File: config.mk
export PLATFORM = sky130hd
export DESIGN_NAME = hilo_mult_unit
export DESIGN_NICKNAME = d
export VERILOG_FILES = /design/src/rtl/hilo_mult_unit_pkg.sv /design/src/rtl/hilo_mult_unit_shift_add_mul_core.sv /design/src/rtl/hilo_mult_unit.sv
export SDC_FILE = /design/constraint.sdc
export NUM_CORES = 1
export LEC_CHECK = 0
export BUFFER_PORTS_ARGS = -buffer_cell sky130_fd_sc_hd__buf_2
export CORE_MARGIN = 1.5
export CORE_UTILIZATION = 30
export CTS_BUF_LIST = sky130_fd_sc_hd__clkbuf_4
export DETAILED_ROUTE_END_ITERATION = 10
export GPL_TIMING_DRIVEN = 0
export PLACE_DENSITY = 0.53
export SKIP_LAST_GASP = 1
export SLEW_MARGIN = 15
export SYNTH_ARGS = -nofsm -noshare
export SYNTH_HDL_FRONTEND = slang
export SYNTH_SLANG_ARGS = --single-unit
File: constraint.sdc
create_clock -name Clk -period 7.4 [get_ports Clk]
set_input_delay 0.74 -clock Clk [delete_from_list [all_inputs] [get_ports Clk]]
set_output_delay 0.74 -clock Clk [all_outputs]
set_load 0.03 [all_outputs]
File: src/rtl/hilo_mult_unit_pkg.sv
// Shared definitions for the HI/LO multiply unit: the ALUCtl operation codes,
// the FSM state type, and helpers that classify operation codes.
package hilo_mult_unit_pkg;

   localparam logic [4:0] ALU_MULT  = 5'b00101;
   localparam logic [4:0] ALU_MULTU = 5'b01100;
   localparam logic [4:0] ALU_MADD  = 5'b11010;
   localparam logic [4:0] ALU_MSUB  = 5'b01101;
   localparam logic [4:0] ALU_MUL   = 5'b11000;
   localparam logic [4:0] ALU_MTHI  = 5'b10001;
   localparam logic [4:0] ALU_MTLO  = 5'b10011;
   localparam logic [4:0] ALU_MFHI  = 5'b10000;
   localparam logic [4:0] ALU_MFLO  = 5'b10010;

   typedef enum logic [1:0] {
      ST_IDLE,
      ST_RUN,
      ST_COMMIT
   } state_t;

   function automatic logic is_mult_op(input logic [4:0] code);
      return code inside {ALU_MULT, ALU_MULTU, ALU_MADD, ALU_MSUB, ALU_MUL};
   endfunction

   function automatic logic is_signed_op(input logic [4:0] code);
      return code inside {ALU_MULT, ALU_MADD, ALU_MSUB, ALU_MUL};
   endfunction

endpackage

File: src/rtl/hilo_mult_unit_shift_add_mul_core.sv
// Unsigned iterative shift-add multiplier: Load captures the operands, each Step
// retires BITS_PER_CYCLE multiplier bits into the running Product.
module hilo_mult_unit_shift_add_mul_core #(
   parameter int WIDTH          = 32,
   parameter int BITS_PER_CYCLE = 1
) (
   input  logic                 Clk,
   input  logic                 Reset,
   input  logic                 Load,
   input  logic [WIDTH-1:0]     Ma,
   input  logic [WIDTH-1:0]     Mb,
   input  logic                 Step,
   output logic [2*WIDTH-1:0]   Product
);

   logic [2*WIDTH-1:0] mcand;
   logic [WIDTH-1:0]   mplier;
   logic [2*WIDTH-1:0] partial;

   // NOTE: partial gets a default before the loop so no path leaves it unassigned (no latch).
   always_comb begin
      partial = Product;
      for (int i = 0; i < BITS_PER_CYCLE; i++) begin
         if (mplier[i]) partial = partial + (mcand << i);
      end
   end

   // NOTE: state registers use non-blocking assignments so every register samples pre-edge values.
   always_ff @(posedge Clk) begin
      if (Reset) begin
         mcand   <= '0;
         mplier  <= '0;
         Product <= '0;
      end else if (Load) begin
         mcand   <= {{WIDTH{1'b0}}, Ma};
         mplier  <= Mb;
         Product <= '0;
      end else if (Step) begin
         Product <= partial;
         mcand   <= mcand << BITS_PER_CYCLE;
         mplier  <= mplier >> BITS_PER_CYCLE;
      end
   end

endmodule

File: src/rtl/hilo_mult_unit.sv
// EX-stage HI/LO unit: owns HI/LO, executes move ops in one cycle and multiplies
// through an iterative core, stalling upstream with Busy until the commit edge.
module hilo_mult_unit
   import hilo_mult_unit_pkg::*;
#(
   parameter int WIDTH          = 32,
   parameter int BITS_PER_CYCLE = 1
) (
   input  logic               Clk,
   input  logic               Reset,
   input  logic               Start,
   input  logic [4:0]         ALUCtl,
   input  logic [WIDTH-1:0]   A,
   input  logic [WIDTH-1:0]   B,
   output logic               Busy,
   output logic               Done,
   output logic [WIDTH-1:0]   Result,
   output logic [WIDTH-1:0]   Hi,
   output logic [WIDTH-1:0]   Lo
);

   localparam int N  = WIDTH / BITS_PER_CYCLE;
   localparam int CW = (N > 1) ? $clog2(N) : 1;

   state_t             state;
   logic [CW-1:0]      count;
   logic [4:0]         op;
   logic               neg;
   logic               sgn_op;
   logic               load;
   logic               step;
   logic [WIDTH-1:0]   mag_a;
   logic [WIDTH-1:0]   mag_b;
   logic [2*WIDTH-1:0] product;
   logic [2*WIDTH-1:0] signed_p;
   logic [2*WIDTH-1:0] hilo_next;

   // Magnitudes of the most negative value still fit the unsigned core.
   always_comb begin
      sgn_op    = is_signed_op(ALUCtl);
      mag_a     = (sgn_op && A[WIDTH-1]) ? -A : A;
      mag_b     = (sgn_op && B[WIDTH-1]) ? -B : B;
      load      = (state == ST_IDLE) && Start && is_mult_op(ALUCtl);
      step      = (state == ST_RUN);
      signed_p  = neg ? -product : product;
      hilo_next = signed_p;
      if (op == ALU_MADD)      hilo_next = {Hi, Lo} + signed_p;
      else if (op == ALU_MSUB) hilo_next = {Hi, Lo} - signed_p;
   end

   hilo_mult_unit_shift_add_mul_core #(
      .WIDTH          (WIDTH),
      .BITS_PER_CYCLE (BITS_PER_CYCLE)
   ) u_core (
      .Clk     (Clk),
      .Reset   (Reset),
      .Load    (load),
      .Ma      (mag_a),
      .Mb      (mag_b),
      .Step    (step),
      .Product (product)
   );

   always_ff @(posedge Clk) begin
      if (Reset) begin
         state  <= ST_IDLE;
         count  <= '0;
         op     <= '0;
         neg    <= 1'b0;
         Busy   <= 1'b0;
         Done   <= 1'b0;
         Result <= '0;
         Hi     <= '0;
         Lo     <= '0;
      end else begin
         Done <= 1'b0;
         case (state)
            ST_IDLE: begin
               if (Start) begin
                  if (is_mult_op(ALUCtl)) begin
                     op    <= ALUCtl;
                     neg   <= sgn_op && (A[WIDTH-1] ^ B[WIDTH-1]);
                     count <= '0;
                     Busy  <= 1'b1;
                     state <= ST_RUN;
                  end else begin
                     // Moves read HI/LO before this edge's update.
                     case (ALUCtl)
                        ALU_MTHI: begin Hi <= A;      Result <= '0; Done <= 1'b1; end
                        ALU_MTLO: begin Lo <= A;      Result <= '0; Done <= 1'b1; end
                        ALU_MFHI: begin Result <= Hi; Done <= 1'b1; end
                        ALU_MFLO: begin Result <= Lo; Done <= 1'b1; end
                        default: ;
                     endcase
                  end
               end
            end
            ST_RUN: begin
               count <= count + 1'b1;
               if (count == CW'(N - 1)) state <= ST_COMMIT;
            end
            ST_COMMIT: begin
               if (op == ALU_MUL) begin
                  Result <= signed_p[WIDTH-1:0];
               end else begin
                  Result   <= '0;
                  {Hi, Lo} <= hilo_next;
               end
               Done  <= 1'b1;
               Busy  <= 1'b0;
               state <= ST_IDLE;
            end
            default: state <= ST_IDLE;
         endcase
      end
   end

endmodule

Word level (Yosys, flattened, before mapping) --
Cells that the tools add are included.
Cells by class: $add $sub $neg 7, eq/ne operators 23, muxes and demuxes 38, bitwise gates (word level) 1, reductions and logical operators 22
Operator list (number):
- two-way mux 32 bit | 17
- two-way mux 64 bit | 3
- case mux 32 bit (2 select lines) | 3
- adder 64 bit | 2
- case mux 32 bit (3 select lines) | 1
- negation 32 bit | 2
- negation 64 bit | 1
- subtractor 64 bit | 1
- equality test 5 bit, second input constant | 9
- equality test 5 x 4 -> 1 bit, second input constant | 3
- AND reduction 3 bit | 4
- two-way mux 5 bit | 2
- case mux 5 bit (2 select lines) | 1
- AND reduction 5 bit | 2
- inequality test 2 x 1 -> 1 bit, second input constant | 4
- two-way mux 2 bit | 3
- inequality test 2 bit, second input constant | 3
- nonzero test 2 bit | 3
- adder 5 x 1 -> 5 bit, second input constant | 1
- equality test 5 x 3 -> 1 bit, second input constant | 1
- logical AND 1 bit | 5
- two-way mux 1 bit | 5
- nonzero test 5 bit | 1
- inequality test 4 x 2 -> 1 bit, second input constant | 1
- 11 further kinds | 13
Storage, ports and cells: register bits 271, bits of input ports 72, word-level logic and storage cells 104

Depth between registers and ports, before layout --
depth in word-level cells 7, depth in mapped cells 23

Modules after synthesis --
From an unflattened synthesis, not the netlist that was laid out.
Unflattened totals: cells, all modules 3647, area total of the unflattened synthesis 26107.5 µm²
Modules (own cells, without submodules):
- hilo_mult_unit | times used 1, cells an instance 2385, area each 16275.6 µm², sequential area each 2222.1 µm²
- hilo_mult_unit_shift_add_mul_core | times used 1, cells an instance 1262, area each 9831.9 µm², sequential area each 3203.1 µm²

Worst setup path before layout --
Ideal clock, no wire load.
kind register to register, from reg neg, to reg Hi[30], arrival 5.616 ns, required time 7.280 ns, path slack 1.664 ns, stages on the path, launching flop included 22, buffers on the path 6, period minus slack after synthesis 5.736 ns, cell sequence dfxtp_1 -> clkbuf_1 -> clkbuf_1 -> clkbuf_1 -> clkbuf_1 -> clkbuf_1 -> buf_1 -> mux2i_1 -> inv_1 -> fa_1 -> a211oi_1 -> o21ai_0 -> a22oi_1 -> o41a_1 -> o2111ai_1 -> a21oi_1 -> o21ai_1 -> a21oi_1 -> o21ai_0 -> a2111oi_0 -> nor2_1 -> o31a_1
Between the ends: cells in the longest elaborated chain, start to end 6
Ends and longest elaborated chain:
- start: declaration | line hilo_mult_unit.sv:28 | logic neg;
- start signal: assignment | line hilo_mult_unit.sv:82 | neg <= sgn_op && (A[WIDTH-1] ^ B[WIDTH-1]);
- two-way mux 64 bit (*) | line hilo_mult_unit.sv:45 | signed_p = neg ? -product : product;
- subtractor 64 bit | line hilo_mult_unit.sv:48 | else if (op == ALU_MSUB) hilo_next = {Hi, Lo} - signed_p;
- two-way mux 64 bit | line hilo_mult_unit.sv:48
- two-way mux 64 bit (*) | line hilo_mult_unit.sv:47 | if (op == ALU_MADD) hilo_next = {Hi, Lo} + signed_p;
- two-way mux 32 bit (*) | line hilo_mult_unit.sv:103 | if (op == ALU_MUL) begin
- case mux 32 bit (2 select lines) (*) | line hilo_mult_unit.sv:77 | case (state)
- end signal: assignment | line hilo_mult_unit.sv:107 | {Hi, Lo} <= hilo_next;
- end: declaration | line hilo_mult_unit.sv:18 | output logic [WIDTH-1:0] Hi,
Every way passes the cells marked *; elsewhere a longest branch is shown, timed or not. The select of a mux whose other input is x is not followed. A chain may end at the register's enable or synchronous reset.

Worst setup path in the final report --
from reg u_core.Product[15], to reg Hi[29]
Between the ends: cells in the longest elaborated chain, start to end 7
Ends and longest elaborated chain:
- start: declaration | line hilo_mult_unit_shift_add_mul_core.sv:13 | output logic [2*WIDTH-1:0] Product
- start signal: assignment | line hilo_mult_unit_shift_add_mul_core.sv:39 | Product <= partial;
- negation 64 bit | line hilo_mult_unit.sv:45
- two-way mux 64 bit (*) | line hilo_mult_unit.sv:45
- subtractor 64 bit | line hilo_mult_unit.sv:48
- two-way mux 64 bit | line hilo_mult_unit.sv:48
- two-way mux 64 bit (*) | line hilo_mult_unit.sv:47
- two-way mux 32 bit (*) | line hilo_mult_unit.sv:103
- case mux 32 bit (2 select lines) (*) | line hilo_mult_unit.sv:77
Marked as above.

==> results by group <==
Yosys
  • Syn_area_per_cell: 7.05 sq um
  • Distinct cells, synth: 94
  • Synth Net Count: 3946
  • Post-synth EDFFs: 0
  • Largest family of logic cells by synthesized area: compound AO/OA/AOI/OAI gates
  • Async SR Flop Fraction: 0%
  • Multiplexer area fraction after synthesis: 0.668%
  • Mapped cell area: 0.0260 sq mm
  • Post-synthesis adder-cell area fraction: 8.98%
  • Synth Register Bits: 271
  • Top_reg_cell synth: dfxtp_1
  • Synth Area in XOR/XNOR: 6.50%
  • Post-Synth Simple-Gate Area: 23.7%
  • Synthesis warning total: 0
  • Sequential fraction of the synthesis area: 20.8%
  • Syn Inst Count: 3689
  • Compound-Gate Fraction of Synth Area: 33.3%

STA
  • RSZ-0062 raised after global routing: true
  • Slew Limit Fails: 0
  • Worst Max-Slew Pin Slew: 1.29 ns
  • Final period util: 98.7%
  • Clock skew: 0.105 ns
  • Crit path time final: 7.30 ns
  • Final setup vio count: 0
  • Upper clock frequency limit: 0.137 GHz
  • Final Hold Fails: 0
  • Slew headroom: 13.6%
  • TNS Setup: 0 ns
  • Final worst slack: 0.0973 ns

Place
  • Dpl cell area: 0.0283 sq mm
  • IO buf count: 169
  • HPWL after DPL: 112 mm
  • Place WS: -2.10 ns
  • RePlAce Congestion: 1.05

Global route
  • Initial antenna violation count: 6
  • GRT Residual Overflow: 0
  • Vias in the first global route: 29.1k
  • Total GRT Usage: 30.7%
  • Largest net degree at the start of global routing: 20
  • Global-route wire length before repair: 202 mm

Clock network
  • CTS H-Tree Depth: 3
  • Cts hold-fix bufs: 0
  • Clk root buf: clkbuf_4
  • Clk_lat worst skew: 0.94 ns
  • Clock transition at path regs: 0.06 ns
  • CTS tree: yes
  • TritonCTS buffer count: 86
  • CTS max path bufs: 3
  • CTS sink count: 271

Power and ir drop
  • PwrDens: 137 mW/mm^2
  • Combinational share of power: 23.1%
  • Leakage: 11.7 nW
  • Peak VDD IR: 0.0802 mV
  • Net Sw Power: 1.53 mW
  • Int Power: 2.53 mW
  • Flop pwr share: 38.1%
  • Clk pwr share: 38.8%
  • Switching Share: 37.6%

Worst setup path
  • Crit Path Class: flop to flop
  • CP Cell Sequence: nor4_4 > nand4_1 > clkbuf_1 > or3_1 > o41ai_1 > xnor2_1 > ha_1 > clkbuf_1 > nand2_1 > nor3_1 > nand3_1 > nor4_2 > o21ai_1 > a2111oi_2 > nor2_1 > o31a_1 > o21ai_0 > nand2_1 > o2111a_1 > o41ai_2
  • Critical Path Fanout Max: 10
  • Crit-path slowest cell: nor4_2
  • Family with the most delay on the worst path: simple AND/OR/NAND/NOR gates
  • Slowest stage delay, CP: 0.54 ns
  • Critical Path Sink Type: flop
  • Arrival @ worst endpoint: 8.08 ns
  • Startpoint class of the critical path: flop
  • Required @ worst endpoint: 8.18 ns
  • Worst path buffer plus inverter count: 2

Route
  • Iteration-0 DRC Markers: 3577
  • Drt pass-1 iters: 7
  • Total number of vias: 31.2k
  • Detail Route Antenna Nets: 0
  • Per-cell routed wire length: 27.5 microns
  • # DRC: 0
  • Post-Route WL: 142 mm
  • Vias per cell: 6.05

Floorplanning
  • Core Region: 0.0855 sq mm
  • Row count: 107
  • Die Height: 298 microns
  • Die Wd: 298 microns
  • Ports: 170
  • Initial Utilization: 30.4%
  • Die ar.: 0.0885 sq mm

Finish
  • Layout cell share with drive strength beyond 1: 9.75%
  • Util after Layout: 34.6%
  • Nets: 4207
  • Fin area: 0.0296 sq mm
  • Synth-to-layout area growth: 13.6%
  • Filler Cell Count: 9443

Run
  • Max cap viols: 0

Run status
  • Status: finished clean

Hold path
  • Hold WC Path Type: primary input to flop
cells by family after synthesis:
| logic type | count (synthesis) |
|---|---|
| and+or+nand+nor | 1322 |
| muxes | 17 |
| xor gates and xnor gates | 193 |
| AOI/OAI and AO/OA | 1293 |
| buffers and inverters | 408 |
| DFF | 271 |
| adders and majority gates | 185 |
area by class of cell:
cell class,count,area [sq um],share of cell area [%]
tap,1144,1430,4.84
antenna,5,12.5,0.0423
buffer,253,983,3.33
clock inverter,32,168,0.567
clock buffer,118,886,3.00
timing repair buffer,174,883,2.99
multi-input combinational,3010,19200,64.9
inverter,154,578,1.96
sequential,271,5430,18.4
power groups by stage:
stage	logic [mW]	registers [mW]	clock network [mW]
after CTS	0.899	1.54	1.60
final	0.937	1.55	1.58
after detailed placement	0.889	1.58	0
after global routing	0.983	1.55	1.68
after floorplan	0.539	1.58	0
after global placement	0.894	1.58	0
stage by stage:
step / power (mW) / hold WS [ns] / instances
final: 4.06 / 0.139 / 5161
after global routing: 4.21 / 0.121 / 5159
after CTS: 4.05 / 0.0654 / 5152
after detailed placement: 2.47 / 0.448 / 5002
after global placement: 2.47 / 0.445 / 5002
after floorplan: 2.12 / 0.437 / 3689
placed cells by master, fill, tap and decap left out, drive strengths merged, types with 63 or more instances in the layout:
cell    count
o21ai     176
inv       154
a21oi     409
nand2     449
buf       199
a21o       76
dfxtp     271
ha        182
xnor2     120
nor3      116
nor2      373
nand3      70
clkbuf    346
xor2       73
a211oi     63
a311oi     72
worst min-delay path: stages:
cell and delay [ns]:
buf_2 0.13, nand2_1 0.06, a21oi_1 0.05
synth_stat cells (41+ instances only):
library cell  number  share of area [%]
a211oi_1          63                1.8
a21o_1            76                2.2
a21oi_1          409                7.9
a22oi_1           41                1.2
a311oi_1          72                2.4
clkbuf_1         229                3.3
dfxtp_1          271                 21
ha_1             182                8.8
inv_1            150                2.2
nand2_1          449                6.5
nand3_1           69                1.3
nand4_1           54                1.3
nor2_1           373                5.4
nor3_1           113                2.2
o21ai_0          172                3.3
o21bai_1          59                1.7
o31ai_1           52                1.5
or3_1             42                1.0
xnor2_1          120                4.0
xor2_1            73                2.5
what timing repair did:
item	CTS	global route
gates resized for setup	27	9
pin swaps	1	1
endpoints found under the setup margin	39	20
setup buffers	1	4
cloned	0	0
per-layer routing:
layer	track usage, %	vias up	share of wire (%)
met5	0	-	0.0092
met4	19.9	2	7.7
met3	6.03	449	9.1
met2	47.2	1702	43
met1	38.9	14900	41
li1	-	14200	-
state kept, by name, indices dropped and copies added (netlist names):
| signal | count |
|---|---|
| u_core.Product | 64 |
| u_core.mcand | 64 |
| Hi | 32 |
| Lo | 32 |
| Result | 32 |
| u_core.mplier | 32 |
| count | 5 |
| op | 5 |
| state | 2 |
| Busy | 1 |
| Done | 1 |
| neg | 1 |
final timing paths:
check / startpoint / to / slack [ns] / cells after the start
setup / recovery: u_core.Product[15] / Hi[29] / 0.1 / 20
hold / removal: ALUCtl[3] / op[3] / 0.14 / 3
setup reg to reg: u_core.Product[15] / Hi[29] / 0.1 / 20
hold reg to reg: u_core.mcand[38] / u_core.mcand[39] / 0.45 / 2
Power figures use the tool's default switching activity.
